### config.mk
export PLATFORM = sky130hd
export DESIGN_NAME = bip_control
export DESIGN_NICKNAME = d
export VERILOG_FILES = /design/src/rtl/bip_control.sv
export SDC_FILE = /design/constraint.sdc
export NUM_CORES = 1
export LEC_CHECK = 0
export CORE_ASPECT_RATIO = 1.4
export CORE_MARGIN = 4
export CORE_UTILIZATION = 45
export CTS_BUF_LIST = sky130_fd_sc_hd__clkbuf_16
export DETAILED_ROUTE_END_ITERATION = 10
export GPL_TIMING_DRIVEN = 1
export PLACE_DENSITY_LB_ADDON = 0.2
export SETUP_SLACK_MARGIN = 0.4
export SYNTH_ARGS = -nofsm -noshare
export SYNTH_HDL_FRONTEND = slang
export SYNTH_SLANG_ARGS = --single-unit
### constraint.sdc
create_clock -name i_clk -period 2.5 [get_ports i_clk]
set_clock_uncertainty 0.2 [all_clocks]
set_input_delay 0.5 -clock i_clk [delete_from_list [all_inputs] [get_ports i_clk]]
set_output_delay 0.5 -clock i_clk [all_outputs]
set_load 0.02 [all_outputs]
### src/rtl/bip_control.sv
// BIP control unit: program counter, instruction register and fetch/execute
// sequencer that decodes each instruction into datapath selects and strobes.
module bip_control #(
  parameter int N_BUS    = 16,
  parameter int N_OPCODE = 5,
  parameter int N_ADDR   = 11
) (
  input  logic              i_clk,
  input  logic              i_reset,
  input  logic              i_enable,
  input  logic [N_BUS-1:0]  i_instr,
  output logic [N_ADDR-1:0] o_PC,
  output logic [N_ADDR-1:0] o_OPERAND,
  output logic [1:0]        o_selA,
  output logic              o_selB,
  output logic              o_OP,
  output logic              o_wrAcc,
  output logic              o_wrRam,
  output logic              o_rdRam,
  output logic              o_halt,
  output logic [N_BUS-1:0]  o_inst_count
);

  // state   | meaning
  // S_IDLE  | waiting for i_enable at an instruction boundary
  // S_FETCH | IR loads mem[PC]
  // S_EXEC  | decoded strobes active, PC/count advance
  // S_HALT  | HLT executed, only reset leaves
  typedef enum logic [1:0] {S_IDLE, S_FETCH, S_EXEC, S_HALT} state_t;

  localparam logic [N_OPCODE-1:0] OPC_HLT  = N_OPCODE'(0);
  localparam logic [N_OPCODE-1:0] OPC_STO  = N_OPCODE'(1);
  localparam logic [N_OPCODE-1:0] OPC_LD   = N_OPCODE'(2);
  localparam logic [N_OPCODE-1:0] OPC_LDI  = N_OPCODE'(3);
  localparam logic [N_OPCODE-1:0] OPC_ADD  = N_OPCODE'(4);
  localparam logic [N_OPCODE-1:0] OPC_ADDI = N_OPCODE'(5);
  localparam logic [N_OPCODE-1:0] OPC_SUB  = N_OPCODE'(6);
  localparam logic [N_OPCODE-1:0] OPC_SUBI = N_OPCODE'(7);

  state_t              state, state_next;
  logic [N_BUS-1:0]    ir;
  logic [N_ADDR-1:0]   pc;
  logic [N_BUS-1:0]    inst_count;
  logic [N_OPCODE-1:0] opcode;

  assign opcode = ir[N_BUS-1 -: N_OPCODE];

  always_ff @(posedge i_clk) begin
    if (i_reset) begin
      state      <= S_IDLE;
      ir         <= '0;
      pc         <= '0;
      inst_count <= '0;
    end else begin
      state <= state_next;
      if (state == S_FETCH) ir <= i_instr;
      if (state == S_EXEC && opcode != OPC_HLT) begin
        pc <= pc + 1'b1;
        if (inst_count != '1) inst_count <= inst_count + 1'b1;
      end
    end
  end

  always_comb begin
    state_next = state;
    case (state)
      S_IDLE:  state_next = i_enable ? S_FETCH : S_IDLE;
      S_FETCH: state_next = i_enable ? S_EXEC : S_IDLE;
      S_EXEC:  begin
        if (opcode == OPC_HLT) state_next = S_HALT;
        else                   state_next = i_enable ? S_FETCH : S_IDLE;
      end
      S_HALT:  state_next = S_HALT;
      default: state_next = S_IDLE;
    endcase
  end

  // Reset gates every strobe combinationally so nothing fires during a reset cycle.
  always_comb begin
    o_selA  = 2'd0;
    o_selB  = 1'b0;
    o_OP    = 1'b0;
    o_wrAcc = 1'b0;
    o_wrRam = 1'b0;
    o_rdRam = 1'b0;
    o_halt  = 1'b0;
    if (!i_reset) begin
      o_halt = (state == S_HALT);
      if (state == S_EXEC) begin
        case (opcode)
          OPC_STO:  o_wrRam = 1'b1;
          OPC_LD:   begin o_wrAcc = 1'b1; o_rdRam = 1'b1; end
          OPC_LDI:  begin o_selA = 2'd1; o_wrAcc = 1'b1; end
          OPC_ADD:  begin o_selA = 2'd2; o_wrAcc = 1'b1; o_rdRam = 1'b1; end
          OPC_ADDI: begin o_selA = 2'd2; o_selB = 1'b1; o_wrAcc = 1'b1; end
          OPC_SUB:  begin o_selA = 2'd2; o_OP = 1'b1; o_wrAcc = 1'b1; o_rdRam = 1'b1; end
          OPC_SUBI: begin o_selA = 2'd2; o_selB = 1'b1; o_OP = 1'b1; o_wrAcc = 1'b1; end
          default:  ;
        endcase
      end
    end
  end

  assign o_PC         = pc;
  assign o_OPERAND    = ir[N_ADDR-1:0];
  assign o_inst_count = inst_count;

endmodule

==> results by group <==
Clock tree
  • Clock Latency Late Sink: 0.28 ns
  • TritonCTS Sinks: 45
  • Cts hold-fix bufs: 0
  • CTS tree: built
  • CTS clk-pin slew, worst paths: 0.06 ns
  • Htree depth: 2
  • CTS Root Buffer Type: clkbuf_16
  • Total CTS buffers: 5
  • Clock buffer depth: 2

Finish
  • Most frequent cells in the layout: clkdlybuf4s50_1, dfxtp_1, nand2_1, a21oi_1, buf_4
  • Share of cells above drive strength 1: 18.0%
  • Commonest non-fill, non-tap cell in the layout: clkdlybuf4s50_1
  • Nets@finish: 342
  • Area grow syn2layout: 43.1%
  • Final core occ: 67.5%
  • Antenna cells: 0

Worst setup path
  • Worst reg2reg endpoint: o_inst_count[8]$_SDFFE_PP0P_
  • Setup CP Type: flip-flop to primary output
  • Largest stage delay on the critical path: 0.33 ns
  • Worst path most repeated cell: nor2b_4
  • Req. time, crit path: 1.80 ns
  • CP Capture Type: primary output
  • CP delay by family, top: simple AND/OR/NAND/NOR gates
  • Worst path bufs/invs: 2
  • Worst-path maximum fanout: 4
  • Worst-path cell chain: nor2b_4 > nor4b_4 > buf_4 > o21a_1 > nor2b_4 > buf_6
  • CP max-delay cell: dfxtp_2
  • Crit path from: state[1]$_SDFF_PP0_
  • Worst-case reg-to-reg path depth: 4
  • Worst r2r src: ir[13]$_SDFFE_PP0N_
  • Worst path arrival time: 1.54 ns
  • R2R Setup Slk: 0.47 ns
  • Critical path startpoint category: flip-flop

Synth
  • Syn Inst Count: 255
  • Sequential share of the synthesized area: 41.5%
  • Post-synth EDFFs: 0
  • Ys Warns: 0
  • Mean Syn Cell Area: 8.52 µm²
  • Yosys reg bits: 45
  • Post-synth ARST share: 0%
  • Most common flop cell mapped by yosys: dfxtp_1
  • Post-synth cell types: 41
  • Syn_nets: 276
  • Synthesized cell area: 2170 µm²

Place
  • Final Wtd Congestion: 0.744
  • # port buffers: 64
  • Detailed Place HPWL: 3640 µm
  • Post-place setup slack: -0.0808 ns

STA
  • RSZ-0062 raised after global routing: true
  • Final number of setup-violating endpoints: 0
  • Slew @ Worst Pin: 0.620 ns
  • Worst rel slew slack: 58.7%
  • Fmax: 446 MHz
  • Final Hold Viols: 0
  • Final worst setup slack: 0.259 ns
  • Final Cycle Share: 89.7%
  • Max Transition Viols Final: 0
  • Min Tclk post-route: 2.24 ns

Drt
  • Via density: 5.43
  • Iter 0 DRT Violations: 94
  • First-pass DRT Iterations: 4
  • Vias: 2084
  • Drt wl/cell: 13.6 µm
  • Residual DRC count: 0
  • Wirelength, routed: 5210 µm
  • Post-DRT Antenna Nets: 0

Die
  • Core box area: 4610 µm²
  • Die area: 6020 µm²
  • IO Pins: 65
  • Die height: 90.2 µm
  • Initial cell density of the core: 47.2%
  • Rows: 29
  • Die width: 66.7 µm

Worst hold path
  • Min-delay worst type: flip-flop to flip-flop
  • Worst hold stages: 2
  • Hold Crit Endpoint: ir[3]$_SDFFE_PP0N_
  • Hold_sp: ir[3]$_SDFFE_PP0N_

Power and ir drop
  • Pwr Density: 488 nW/µm²
  • Leak: 0.00112 µW
  • Maximum VDD drop: 0.518 mV
  • Tot Pwr: 1520 µW

GRT
  • Gr ovfl total: 0
  • Initial antenna violation count: 0
  • First-pass GRT wire length: 8590 µm
  • Total GRT Usage: 17.7%
  • Vias in the first global route: 1905
  • Pin count of the biggest net entering global routing: 48

Status
  • Status: finished, final reports clean

Job
  • Max_cap viols: 0
cell usage after synthesis, types with 7 or more instances:
cell type | instances | area share [%]
a21oi_1 | 36 | 8.3
buf_4 | 13 | 4.5
clkbuf_1 | 8 | 1.4
dfxtp_1 | 45 | 41
nand2_1 | 41 | 7.1
nand3_1 | 7 | 1.6
nor2_1 | 10 | 1.7
o21ai_0 | 9 | 2.1
o31ai_1 | 10 | 3.5
or3_1 | 7 | 2.0
or4_1 | 11 | 3.8
report_power, final:
part	internal (µW)	switching, µW	leakage (µW)
Combinational	76.1	83.5	0.000674
Clock	359	248	0.0000776
Sequential	736	15.4	0.000366
Total	1170	347	0.00112
logic make-up (layout without fill, tap and decap cells):
| group | Yosys count | count (layout) | synth area share (%) |
|---|---|---|---|
| compound gates | 67 | 67 | 20.3 |
| xor+xnor | 4 | 4 | 1.61 |
| buf+inv | 30 | 97 | 8.23 |
| fa+ha+maj | 2 | 2 | 1.15 |
| flops | 45 | 45 | 41.5 |
| simple gates | 104 | 104 | 25.8 |
| mux | 3 | 3 | 1.50 |
registers in the layout (all words and copies together), names as in the netlist:
name and count:
ir 16, o_inst_count 16, o_PC 11, state 2
how the worst max path moves through the flow:
stage	to	slack, ns	cells past startpoint
floorplan	o_rdRam	0.33	5
global placement	o_rdRam	-0.06	6
detailed placement	o_rdRam	-0.08	6
CTS	o_rdRam	0.24	6
global route	o_rdRam	0.16	6
finish	o_rdRam	0.26	6
final cells by class:
type | instances | area (µm²)
clock inverter | 3 | 11.3
inverter | 4 | 15.0
timing repair buffer | 85 | 806
clock buffer | 5 | 125
fill | 386 | 1500
tap | 62 | 77.6
multi-input combinational | 180 | 1170
sequential | 45 | 906
metal layers:
| metal | track usage, % | up-vias | wire (µm) |
|---|---|---|---|
| met5 | 0 | - | 0 |
| met2 | 30.1 | 56 | 2670 |
| met3 | 5.61 | 6 | 319 |
| met4 | 5.42 | 0 | 71 |
| li1 | - | 1041 | - |
| met1 | 20.7 | 981 | 2140 |
tightest hold or removal path: cells and delay by family, from the launching register on:
family           cells  cell delay, ns
flip-flops           1            0.30
AND/OR/NAND/NOR      1            0.05
AO/OA/AOI/OAI        1            0.05
what timing repair did:
action / CTS / global route
gates resized for setup: 46 / 12
endpoints found under the setup margin: 32 / 26
setup buffers: 2 / 7
endpoints found under the hold margin: 0 / 0
pin swaps: 3 / 4
through the flow:
stage	instances	hold slack (ns)	area [µm²]	TNS (ns)
floorplan	255	0.237	2210	0
global placement	367	0.241	2850	-0.130
detailed placement	367	0.247	2850	-0.186
CTS	377	0.253	3020	0
global route	384	0.281	3110	0
finish	384	0.252	3110	0
Note: power is estimated with default switching activity, not from simulation.
